==> src/rtl/tl_bypass_pkg.sv <==
// Shared types for the TileLink bypass sequencer.
// FSM state encoding, counter width helper, timeout counter width.
package tl_bypass_pkg;

  typedef enum logic [1:0] {
    IDLE,
    DRAIN,
    SETTLE,
    DONE
  } state_e;

  // Timeout counter width; covers TIMEOUT_CYCLES up to 65536.
  localparam int TO_W = 16;

  function automatic int cnt_w(input int max);
    return $clog2(max + 1);
  endfunction

endpackage

==> src/rtl/tl_inflight_counter.sv <==
// Outstanding single-beat A request counter, saturating at MAX.
// Ports: clock, reset, inc, dec -> count, full, underflow_err.
module tl_inflight_counter
  import tl_bypass_pkg::*;
#(
  parameter int MAX = 4,
  localparam int W = cnt_w(MAX)
) (
  input  logic         clock,
  input  logic         reset,
  input  logic         inc,
  input  logic         dec,
  output logic [W-1:0] count,
  output logic         full,
  output logic         underflow_err
);

  logic [W-1:0] count_q;
  logic [W-1:0] count_d;

  assign full  = (count_q == W'(MAX));
  assign count = count_q;

  // A response with nothing outstanding is a protocol violation.
  assign underflow_err = dec & ~inc & (count_q == '0);

  always_comb begin
    count_d = count_q;
    if (inc & ~dec & ~full) begin
      count_d = count_q + 1'b1;
    end else if (dec & ~inc & (count_q != '0)) begin
      count_d = count_q - 1'b1;
    end
  end

  always_ff @(posedge clock) begin
    if (reset) begin
      count_q <= '0;
    end else begin
      count_q <= count_d;
    end
  end

endmodule

==> src/rtl/tl_bypass_sequencer.sv <==
// Changes the bypass select only when no TL-UL transaction is in flight.
// Ports: req_*, a_*/d_* handshakes in; gate_a, io_bypass, done*, inflight out.
module tl_bypass_sequencer
  import tl_bypass_pkg::*;
#(
  parameter int   MAX_INFLIGHT   = 4,
  parameter int   TIMEOUT_CYCLES = 1024,
  parameter int   SETTLE_CYCLES  = 1,
  parameter logic RESET_BYPASS   = 1'b1,
  localparam int  W = cnt_w(MAX_INFLIGHT)
) (
  input  logic         clock,
  input  logic         reset,
  input  logic         req_valid,
  input  logic         req_bypass,
  output logic         req_ready,
  input  logic         a_valid,
  input  logic         a_ready,
  input  logic         d_valid,
  input  logic         d_ready,
  output logic         gate_a,
  output logic         io_bypass,
  output logic         done,
  output logic         done_err,
  output logic         proto_err,
  output logic [W-1:0] inflight
);

  localparam int SW = cnt_w(SETTLE_CYCLES);

  state_e        state_q, state_d;
  logic          bypass_q, bypass_d;
  logic          err_q, err_d;
  logic          perr_q;
  logic [TO_W-1:0] to_q, to_d;
  logic [SW-1:0] settle_q, settle_d;

  logic a_fire;
  logic d_fire;
  logic full;
  logic underflow;
  logic busy;

  // Gate while sequencing, and also as flow control at the count ceiling.
  assign busy   = (state_q == DRAIN) | (state_q == SETTLE);
  assign gate_a = busy | full;
  assign a_fire = a_valid & a_ready & ~gate_a;
  assign d_fire = d_valid & d_ready;

  tl_inflight_counter #(
    .MAX (MAX_INFLIGHT)
  ) u_cnt (
    .clock         (clock),
    .reset         (reset),
    .inc           (a_fire),
    .dec           (d_fire),
    .count         (inflight),
    .full          (full),
    .underflow_err (underflow)
  );

  assign io_bypass = bypass_q;
  assign req_ready = (state_q == IDLE);
  assign done      = (state_q == DONE);
  assign done_err  = (state_q == DONE) & err_q;
  assign proto_err = perr_q;

  always_comb begin
    state_d  = state_q;
    bypass_d = bypass_q;
    err_d    = err_q;
    to_d     = to_q;
    settle_d = settle_q;
    unique case (state_q)
      IDLE: begin
        if (req_valid) begin
          err_d = 1'b0;
          if (req_bypass == bypass_q) begin
            state_d = DONE;
          end else begin
            state_d = DRAIN;
            to_d    = '0;
          end
        end
      end
      DRAIN: begin
        // Drain completion takes priority over timeout.
        if ((inflight == '0) & ~d_fire) begin
          bypass_d = ~bypass_q;
          settle_d = '0;
          state_d  = SETTLE;
        end else if ((TIMEOUT_CYCLES != 0) &&
                     (to_q == TO_W'(TIMEOUT_CYCLES - 1))) begin
          err_d   = 1'b1;
          state_d = DONE;
        end else begin
          to_d = to_q + 1'b1;
        end
      end
      SETTLE: begin
        if (settle_q == SW'(SETTLE_CYCLES - 1)) begin
          err_d   = 1'b0;
          state_d = DONE;
        end else begin
          settle_d = settle_q + 1'b1;
        end
      end
      DONE: begin
        state_d = IDLE;
      end
      default: begin
        state_d = IDLE;
      end
    endcase
  end

  always_ff @(posedge clock) begin
    if (reset) begin
      state_q  <= IDLE;
      bypass_q <= RESET_BYPASS;
      err_q    <= 1'b0;
      perr_q   <= 1'b0;
      to_q     <= '0;
      settle_q <= '0;
    end else begin
      state_q  <= state_d;
      bypass_q <= bypass_d;
      err_q    <= err_d;
      perr_q   <= perr_q | underflow;
      to_q     <= to_d;
      settle_q <= settle_d;
    end
  end

endmodule

==> config.mk <==
export PLATFORM = sky130hd
export DESIGN_NAME = tl_bypass_sequencer
export DESIGN_NICKNAME = d
export VERILOG_FILES = /design/src/rtl/tl_bypass_pkg.sv /design/src/rtl/tl_inflight_counter.sv /design/src/rtl/tl_bypass_sequencer.sv
export SDC_FILE = /design/constraint.sdc
export NUM_CORES = 1
export LEC_CHECK = 0
export CAP_MARGIN = 5
export CORE_ASPECT_RATIO = 0.9
export CORE_MARGIN = 1
export CORE_UTILIZATION = 57
export CTS_BUF_LIST = sky130_fd_sc_hd__clkbuf_4 sky130_fd_sc_hd__clkbuf_8
export CTS_CLUSTER_SIZE = 14
export DETAILED_ROUTE_END_ITERATION = 12
export GPL_TIMING_DRIVEN = 0
export HOLD_SLACK_MARGIN = 0.1
export PLACE_DENSITY = 0.82
export SLEW_MARGIN = 30
export SYNTH_ARGS = -nofsm -noshare
export SYNTH_HDL_FRONTEND = slang
export SYNTH_SLANG_ARGS = --single-unit
export TNS_END_PERCENT = 10
==> constraint.sdc <==
create_clock -name clock -period 3 [get_ports clock]
set_input_delay 0.6 -clock clock [delete_from_list [all_inputs] [get_ports clock]]
set_output_delay 0.6 -clock clock [all_outputs]
set_load 0.05 [all_outputs]
==> summary.md, run 1 <==
| Metric | Value |
|---|---|
| Worst path slowest cell | `or4_1` |
| Placed cells | `around 200` |
| FF+latch count, synth | `24` |
| Htree depth | `1` |
| Pwr Total | `1.242 mW` |
| Worst-path fanout max | `5` |
| Critical Path RT | `3240 ps` |
| Final std cells w/o fill | `206` |
| Dpl hpwl | `2235 um` |
| Vert. Die Dim | `48.04 um` |
| Hold Startpoint | `to_q[1]$_SDFFE_PP0P_` |
| Buf+Inv Stages, Crit Path | `1` |
| Initial cell density of the core | `0.6097` |
| Fin. Hold Viols | `0` |
| Most frequent CP cell | `nand2_1` |
| Avg WL per Cell | `14.49 um` |
| Synth Flop Type | `dfxtp_1` |
| Synth warn | `0` |
| CTS tree | `done` |
| Clock transition at path regs | `120 ps` |
| Worst path max stage delay | `550 ps` |
| Routed vias/inst | `between 6 and 7` |
| Total global-route track usage | `0.2480` |
| Reg-to-Reg Start | `state_q[0]$_SDFFE_PP0P_` |
| Io pins | `17` |
| Die Area | `around 0.0026 mm2` |
| Total gr overflow | `0` |
| Synth top area share | `0.3579` |
| Largest delay share family, worst path | `simple AND/OR/NAND/NOR gates` |
| Sequential area share after synthesis | `0.3579` |
| Syn Nets | `around 170` |
| Clk_skew | `between 6 and 7 ps` |
| Vias | `1254` |
| Relative slew margins | `0.5597` |
| Crit share post-route | `0.8784` |
| Post-DRT Antenna Nets | `0` |
| Total CTS buffers | `3` |
| DRC viols | `0` |
| Number of flops mapped to enable cells by yosys | `0` |
| Cell breakdown of the critical path | `clkdlybuf4s50_1 -> nand2_1 -> a211oi_2 -> nand2_1 -> fa_1 -> or4_1 -> a21o_1 -> a21oi_1` |
| Worst vdd ir | `just under 0.7 mV` |
| Gp weighted congestion | `0.8344` |
| CP endpoint kind | `flip-flop` |
| Unrepaired setup endpoints after global routing | `false` |
| Number of global-route vias before repair | `1058` |
| Antenna cells | `0` |
| Synth area leaders | `dfxtp_1 36%, xnor2_1 4.6%, a21oi_1 4.5%, or4_1 4.5%, nor2_1 4.2%` |
| FFs w/ async S/R, synth | `0` |
| Cell taking the most area after synthesis | `dfxtp_1` |
| Worst-case clock buffer depth | `2` |
| Cell variety after synth | `43` |
| Area grow syn2layout | `16.50%` |
| Fmax | `about 380 MHz` |
| Pwr dens | `794.0 mW/mm2` |
| # clock sinks | `24` |
| Most common cell after layout, fill and taps aside | `dfxtp_1` |
| Tmin final | `around 2600 ps` |
| Critical path startpoint | `a_valid` |
| CTS hold repair buffers | `0` |
| Reg area | `480.5 um2` |
| Status | `complete, no violations` |
| Kind of critical path | `in -> reg` |
| Number of port buffers | `16` |
| Arr. time, crit path | `2880 ps` |
| Final setup viols | `0` |
| Initial antenna violation count | `0` |
| Largest net degree at the start of global routing | `13` |
| CTS root buf | `clkbuf_4` |
| Avg Cell Area, Syn | `~8.4 um2` |
| DR pass1 iterations | `4` |
| LEAKAGE | `0.5106 nW` |
| Core area | `0.002202 mm2` |
| Synthesized area | `around 0.0013 mm2` |
| Die width | `roughly 53 um` |
| Commonest non-fill, non-tap cells in the layout | `24 x dfxtp_1, 16 x clkdlybuf4s50_1, 15 x nor2_1` |
| Nets@finish | `194` |
| Clk_lat worst skew | `310 ps` |
| Share of cells above drive strength 1 | `0.06704` |
| Fillers | `179` |
| Core Rows | `16` |
| Worst Tran Pin Value | `657.9 ps` |
| CP Launch Type | `input pin` |
| 1st-iter DRT viols | `38` |
| Mapped Cells | `160` |
| Hold Path Class | `reg -> reg` |
| Final Slew Violations | `0` |
| First-pass GRT wire length | `~4500 um` |
| Maxcap violations | `0` |
| Multi-input gate area | `a little over 800 um2` |
| Routed WL | `approximately 3000 um` |
==> layer usage <==
layer	GRT usage	vias to the layer above	routed length, um
li1	-	632	-
met1	0.3144	598	1436
met2	0.4278	22	1449
met3	0.06032	2	85
met4	0.06316	0	12
met5	0	-	0
==> registers in the layout, indices dropped and copies added, names as in the netlist <==
| signal | count |
|---|---|
| u_cnt.count | 3 |
| state_q | 2 |
| proto_err | 1 |
| err_q | 1 |
| to_q | 16 |
| io_bypass | 1 |
==> logic make-up after synthesis <==
kind of cell / count (synthesis) / share of synthesized area
AND/OR/NAND/NOR: 81 / 0.3486
AO/OA/AOI/OAI: 31 / 0.1407
flip-flops: 24 / 0.3579
buffers and inverters: 9 / 0.03355
XOR/XNOR: 8 / 0.05219
adder cells (fa/ha/maj): 5 / 0.05219
multiplexers: 2 / 0.01491
==> where the power goes <==
part | internal [mW] | leakage, nW | switching (mW) | total, mW
clock | 0.0469 | 0.0138 | 0.0926 | 0.140
combinational | 0.255 | 0.302 | 0.443 | 0.697
sequential | 0.357 | 0.194 | 0.0480 | 0.405
total | 0.658 | 0.511 | 0.583 | 1.24
==> per-stage QoR <==
step	hold slack [ps]	setup TNS [ps]	instance area [um2]	util	setup slack [ps]
global placement	452.1	-91.98	1536	0.6977	-91.98
global route	517.4	0	1564	0.7102	188.0
finish	500.1	0	1564	0.7102	364.8
floorplan	445.5	0	1343	-	256.7
detailed placement	478.5	-161.7	1536	0.6977	-161.7
CTS	499.6	0	1559	0.7080	149.7
==> area by class of cell <==
type / instances / area share
Sequential cell: 24 / 0.3072
Inverter: 4 / 0.009600
Timing Repair Buffer: 16 / 0.1024
Multi-Input combinational cell: 127 / 0.5256
Tap cell: 27 / 0.02160
Buffer: 5 / 0.01920
Clock buffer: 3 / 0.01440
==> Yosys cell counts (3+ instances only) <==
cell type / count
dfxtp_1: 24
nor2_1: 15
nand2_1: 14
a21oi_1: 12
nand3_1: 8
nor3_1: 8
or4_1: 8
xnor2_1: 7
ha_1: 4
inv_1: 4
nand4_1: 4
nor4_1: 4
o21ai_0: 4
o31ai_1: 4
or3_1: 4
clkbuf_1: 3
==> final timing paths <==
path / end / cells after the start / slack, ps
worst min-delay path: to_q[1]$_SDFFE_PP0P_ / 2 / 500
worst max register to register: u_cnt.count[2]$_SDFFE_PP0P_ / 8 / 370
worst max-delay path: u_cnt.count[2]$_SDFFE_PP0P_ / 8 / 360
worst min register to register: to_q[1]$_SDFFE_PP0P_ / 2 / 500
==> worst reg2reg max path, delay by kind of cell (launching register included) <==
family	cells	cell delay, ps
buffers and inverters	1	80
adders and majority gates	2	740
DFF	1	410
AOI/OAI and AO/OA	3	670
and+or+nand+nor	2	680
==> what timing repair did <==
| action | 4_1_cts | 5_1_grt |
|---|---|---|
| endpoints found under the setup margin | 0 | 1 |
| buffers inserted | 0 | 0 |
| gates resized for setup | 0 | 1 |
Power figures use the tool's default switching activity.
==> run 2, diff against run 1 <==
--- a/config.mk
+++ b/config.mk
@@ -14,9 +14,10 @@
 export DETAILED_ROUTE_END_ITERATION = 12
 export GPL_TIMING_DRIVEN = 0
 export HOLD_SLACK_MARGIN = 0.1
-export PLACE_DENSITY = 0.82
+export PLACE_DENSITY = 0.81
 export SLEW_MARGIN = 30
 export SYNTH_ARGS = -nofsm -noshare
 export SYNTH_HDL_FRONTEND = slang
+export SYNTH_HIERARCHICAL = 1
 export SYNTH_SLANG_ARGS = --single-unit
 export TNS_END_PERCENT = 10
==> run 2 against run 1 <==
Against the previous run: fmax shrank 8.0%; non-clock buffer count grew 2; utilization is 3.0 points higher; final cell count is 5.8% higher; highest routed layer unchanged.
==> summary.md, run 2 <==
| Metric | Value |
|---|---|
| Fmax | `349.0 MHz` |
| Die width | `55.17 um` |
| Initial cell density of the core | `0.6354` |
| Sequential area share after synthesis | `0.3313` |
| Worst-path fanout max | `5` |
| Io pins | `17` |
| Placed cells | `214` |
| Critical Path RT | `3230 ps` |
| Avg WL per Cell | `14.08 um` |
| 1st-iter DRT viols | `54` |
| Initial antenna violation count | `0` |
| DRC viols | `0` |
| Pre-CTS setup slack | `-15.99 ps` |
| Worst Tran Pin Value | `810.3 ps` |
| Dpl hpwl | `2329 um` |
| Hold Path Depth | `2` |
| Arr. time, crit path | `3100 ps` |
| Pwr dens | `773.5 mW/mm2` |
| First-pass GRT wire length | `5202 um` |
| Htree depth | `1` |
| WHS Endpoint | `proto_err$_SDFF_PP0_` |
| Syn Nets | `185` |
| Most frequent cell after synthesis | `dfxtp_1` |
| Post-layout util | `0.7401` |
| Share of cells above drive strength 1 | `0.1152` |
| Cell area after layout | `between 0.0015 and 0.002 mm2` |
| Fin. Hold Viols | `0` |
| Most common cell after layout, fill and taps aside | `dfxtp_1` |
| Pwr Total | `1.307 mW` |
| Placed cell area | `0.001657 mm2` |
| Synth top area share | `0.3313` |
| Core Rows | `16` |
| CP Launch Type | `flip-flop` |
| DR pass1 iterations | `4` |
| CTS root buf | `clkbuf_4` |
| FF+latch count, synth | `24` |
| Post-DRT Antenna Nets | `0` |
| Total global-route track usage | `0.2584` |
| Synth area leaders | `dfxtp_1 33%, a211oi_1 5.7%, a31oi_1 4.7%, ha_1 4.3%, nand2_1 3.9%` |
| Routed WL | `3070 um` |
| Cell breakdown of the critical path | `inv_1 -> ha_1 -> or2_4 -> nor2_4 -> or3b_2 -> fa_1 -> and3b_1 -> and3_4 -> a2111oi_2` |
| Worst path slowest cell | `or3b_2` |
| R2r setup slk | `130 ps` |
| Synthesized area | `0.001450 mm2` |
| Number of port buffers | `16` |
| Total CTS buffers | `3` |
| Worst-case clock buffer depth | `2` |
| Reg-to-Reg Start | `state_q[0]$_SDFFE_PP0P_` |
| Final std cells w/o fill | `218` |
| Mapped Cells | `171` |
| Maxcap violations | `0` |
| Clk_lat worst skew | `~320 ps` |
| Core area | `0.002282 mm2` |
| Reg-to-Reg End | `u_cnt/count[2]$_SDFFE_PP0P_` |
| Vert. Die Dim | `approximately 50 um` |
| Gp weighted congestion | `0.8651` |
| Routed vias/inst | `6.317` |
| Final setup viols | `0` |
| Cell taking the most area after synthesis | `dfxtp_1` |
| Unrepaired setup endpoints after global routing | `false` |
| Clk_skew | `3.153 ps` |
| Largest net degree at the start of global routing | `14` |
| Setup TNS | `0 ps` |
| Final hold slack | `491.9 ps` |
| Most flops, register | `to_q` |
| Avg Cell Area, Syn | `8.480 um2` |
| Hold Startpoint | `proto_err$_SDFF_PP0_` |
| Clock transition at path regs | `130 ps` |
| Kind of critical path | `reg -> reg` |
| # clock sinks | `24` |
| Status | `complete, no violations` |
| Fillers | `187` |
| Number of global-route vias before repair | `1216` |
| Crit share post-route | `0.9552` |
| Total gr overflow | `0` |
| LEAKAGE | `0.5303 nW` |
| Antenna cells | `0` |
| FFs w/ async S/R, synth | `0` |
| Worst path max stage delay | `470 ps` |
| Commonest non-fill, non-tap cells in the layout | `21 x dfxtp_1, 16 x clkdlybuf4s50_1, 15 x nand2_1` |
| Setup ws final | `134.4 ps` |
| CP endpoint kind | `flip-flop` |
| Tmin final | `about 2900 ps` |
| Depth of the most critical reg-to-reg path | `9` |
| Relative slew margins | `0.4557` |
| Synth Flop Type | `dfxtp_1` |
| Synth top cells by count | `24 x dfxtp_1, 15 x nand2_1, 15 x nor2_1, 11 x a211oi_1, 11 x a31oi_1` |
| Number of flops mapped to enable cells by yosys | `0` |
| Hold Path Class | `reg -> reg` |
| Nets@finish | `206` |
| Die Area | `0.002750 mm2` |
| Worst vdd ir | `around 0.76 mV` |
| Area grow syn2layout | `16.48%` |
| Synth warn | `6` |
| CTS tree | `done` |
| Final Slew Violations | `0` |
| Cell variety after synth | `50` |
| Max reg flops | `16` |
| Vias | `about 1400` |
## run 2: cell families after synthesis
| family | share of synthesized area |
|---|---|
| XOR/XNOR | 0.02416 |
| AND/OR/NAND/NOR | 0.3270 |
| AO/OA/AOI/OAI | 0.2183 |
| flip-flops | 0.3313 |
| adder cells (fa/ha/maj) | 0.05695 |
| buffers and inverters | 0.03537 |
| multiplexers | 0.006903 |
## run 2: report_power, final
part | leakage (nW) | switching, mW | internal, mW | total (mW)
Sequential | 0.196 | 0.0431 | 0.359 | 0.402
Clock | 0.0154 | 0.101 | 0.0488 | 0.150
Combinational | 0.319 | 0.473 | 0.281 | 0.754
Total | 0.530 | 0.618 | 0.689 | 1.31
## run 2: what timing repair did
action	CTS	global route
setup endpoints to repair	1	1
resized for setup	1	1
setup buffers	0	0
hold buffers	0	0
## run 2: worst max-delay path by stage
stage / depth (start not counted) / to / startpoint
global placement: 8 / u_cnt/count[2]$_SDFFE_PP0P_ / a_valid
finish: 9 / u_cnt/count[2]$_SDFFE_PP0P_ / state_q[0]$_SDFFE_PP0P_
global route: 9 / u_cnt/count[2]$_SDFFE_PP0P_ / state_q[1]$_SDFFE_PP0P_
floorplan: 9 / u_cnt/count[2]$_SDFFE_PP0P_ / state_q[0]$_SDFFE_PP0P_
detailed placement: 8 / u_cnt/count[2]$_SDFFE_PP0P_ / a_valid
CTS: 9 / u_cnt/count[2]$_SDFFE_PP0P_ / state_q[0]$_SDFFE_PP0P_
## run 2: layout make-up
cell class	instances	area (um2)	area share
tap	27	33.78	0.02000
inverter	4	15.01	0.008889
multi-input combinational	136	928.4	0.5496
clock inverter	1	3.754	0.002222
buffer	7	36.28	0.02148
sequential	24	489.2	0.2896
clock buffer	3	22.52	0.01333
timing repair buffer	16	160.2	0.09482
## run 2: critical path: cells and delay by family (launching register included)
kind                       cells  cell delay (ps)
buffers and inverters          1               80
adders and majority gates      2              720
DFF                            1              390
and+or+nand+nor                5             1280
AOI/OAI and AO/OA              1              310
## run 2: layer usage
metal	vias up	routed length, um	GRT usage
li1	691	-	-
met1	644	1488	0.3505
met2	39	1430	0.4076
met3	3	142	0.07099
met4	0	8	0.04583
met5	-	0	0
==> run 3, diff against run 2 <==
--- a/config.mk
+++ b/config.mk
@@ -12,7 +12,6 @@
 export CTS_BUF_LIST = sky130_fd_sc_hd__clkbuf_4 sky130_fd_sc_hd__clkbuf_8
 export CTS_CLUSTER_SIZE = 14
 export DETAILED_ROUTE_END_ITERATION = 12
-export GPL_TIMING_DRIVEN = 0
 export HOLD_SLACK_MARGIN = 0.1
 export PLACE_DENSITY = 0.81
 export SLEW_MARGIN = 30
==> run 3 against run 2 <==
Against the previous run: global-route usage rose by 5.2 points; clock skew rose by 14 ps; largest power group unchanged; critical path type unchanged; critical endpoint unchanged; via count rose by 3.3%; routed wire length rose by 16%.
==> summary.md, run 3 (synthesized netlist as in run 2, its figures left out) <==
| Metric | Value |
|---|---|
| LEAKAGE | `0.5402 nW` |
| Vias | `1422` |
| Final Slew Violations | `0` |
| DR pass1 iterations | `4` |
| Worst-path fanout max | `5` |
| Total gr overflow | `0` |
| CTS resizes | `0` |
| Routed WL | `3559 um` |
| Unrepaired setup endpoints after global routing | `false` |
| CP Launch Type | `flip-flop` |
| Fin. Hold Viols | `0` |
| Most flops, register | `to_q` |
| Final hold slack | `around 500 ps` |
| Setup ws final | `172.3 ps` |
| Core Rows | `16` |
| Htree depth | `1` |
| First-pass GRT wire length | `6182 um` |
| # clock sinks | `24` |
| Maxcap violations | `0` |
| Gp weighted congestion | `around 0.82` |
| Depth of the most critical reg-to-reg path | `9` |
| Setup TNS | `0 ps` |
| Number of global-route vias before repair | `1344` |
| Clk_skew | `~17 ps` |
| Tmin final | `2828 ps` |
| Initial cell density of the core | `0.6354` |
| Relative slew margins | `0.3976` |
| Hold Path Class | `reg -> reg` |
| Placed cell area | `0.001658 mm2` |
| Fmax | `around 350 MHz` |
| Avg WL per Cell | `16.48 um` |
| Area grow syn2layout | `17.00%` |
| Worst-case clock buffer depth | `2` |
| Die Area | `0.002750 mm2` |
| Crit share post-route | `0.9426` |
| Nets@finish | `204` |
| Number of port buffers | `16` |
| Clock transition at path regs | `140 ps` |
| CTS hold repair buffers | `0` |
| Kind of critical path | `reg -> reg` |
| 1st-iter DRT viols | `55` |
| Most common cell after layout, fill and taps aside | `dfxtp_1` |
| Status | `complete, no violations` |
| Core area | `0.002282 mm2` |
| CTS tree | `done` |
| Pwr dens | `785.5 mW/mm2` |
| Hold Path Depth | `2` |
| Antenna cells | `0` |
| Total global-route track usage | `0.3109` |
| Initial antenna violation count | `0` |
| Critical Path RT | `3230 ps` |
| Cell area after layout | `0.001697 mm2` |
| Total CTS buffers | `3` |
| Final std cells w/o fill | `216` |
| Largest net degree at the start of global routing | `21` |
| Dpl hpwl | `2567 um` |
| Routed vias/inst | `roughly 6.6` |
| Post-DRT Antenna Nets | `0` |
| Share of cells above drive strength 1 | `0.1376` |
| Final setup viols | `0` |
| Io pins | `17` |
| Commonest non-fill, non-tap cells in the layout | `20 x dfxtp_1, 16 x clkdlybuf4s50_1, 15 x nand2_1` |
| Worst Tran Pin Value | `898.2 ps` |
| Pre-CTS setup slack | `44.62 ps` |
| DRC viols | `0` |
| CTS root buf | `clkbuf_4` |
| Vert. Die Dim | `49.85 um` |
| # Post-CTS Setup Buffers | `0` |
| Die width | `55.17 um` |
| Placed cells | `212` |
| Arr. time, crit path | `between 3000 and 4000 ps` |
| Max reg flops | `16` |
| Hold Startpoint | `proto_err$_SDFF_PP0_` |
| Worst vdd ir | `0.8858 mV` |
| R2r setup slk | `170 ps` |
| Reg-to-Reg End | `u_cnt/count[2]$_SDFFE_PP0P_` |
| Pwr Total | `about 1.3 mW` |
| Reg-to-Reg Start | `state_q[0]$_SDFFE_PP0P_` |
| WHS Endpoint | `proto_err$_SDFF_PP0_` |
| CP endpoint kind | `flip-flop` |
| Clk_lat worst skew | `320 ps` |
| Post-layout util | `0.7434` |
run 3: changes by cell type in the layout (fill, tap and decap cells not counted):
cell      delta
clkbuf_8     +1
dfxtp_2      +1
nor2_2       +1
nor2_4       -1
buf_2        -2
clkbuf_1     -4
dfxtp_1      -1
clkinv_1     -1
buf_6        -1
buf_4        +5
run 3: how the worst max path moves through the flow:
stage | cells past startpoint | start | end
detailed placement | 7 | d_valid | u_cnt/count[2]$_SDFFE_PP0P_
floorplan | 9 | state_q[0]$_SDFFE_PP0P_ | u_cnt/count[2]$_SDFFE_PP0P_
CTS | 9 | state_q[0]$_SDFFE_PP0P_ | u_cnt/count[2]$_SDFFE_PP0P_
finish | 9 | state_q[0]$_SDFFE_PP0P_ | u_cnt/count[2]$_SDFFE_PP0P_
global placement | 8 | a_valid | u_cnt/count[2]$_SDFFE_PP0P_
global route | 9 | state_q[0]$_SDFFE_PP0P_ | u_cnt/count[2]$_SDFFE_PP0P_
run 3: final cells by class:
cell class | instances | area (um2)
clock buffers | 4 | 36.28
fillers | 177 | 585.6
inverters | 4 | 15.01
multi-input cells | 136 | 923.4
flip-flops and latches | 24 | 490.5
well taps | 27 | 33.78
repair buffers | 21 | 197.7
run 3: worst max-delay path: stages (launching register included):
cell       delay [ps]
dfxtp_2           390
inv_1              80
ha_1              310
or2_4             260
nor2_2            120
or3b_2            460
fa_1              410
and3b_1           210
and3_4            180
a2111oi_2         330
run 3: layer usage:
metal | share of wire | vias to the layer above | track usage
met4 | 0.019 | 0 | 0.09167
met2 | 0.48 | 61 | 0.4759
met5 | 0 | - | 0
met3 | 0.063 | 8 | 0.08333
met1 | 0.44 | 667 | 0.4194
li1 | - | 686 | -
run 3: where the power goes:
| group | internal (mW) | switching [mW] | total, mW |
|---|---|---|---|
| Combinational | 0.273 | 0.482 | 0.755 |
| Clock | 0.0743 | 0.0972 | 0.171 |
| Sequential | 0.361 | 0.0452 | 0.406 |
| Total | 0.708 | 0.625 | 1.33 |
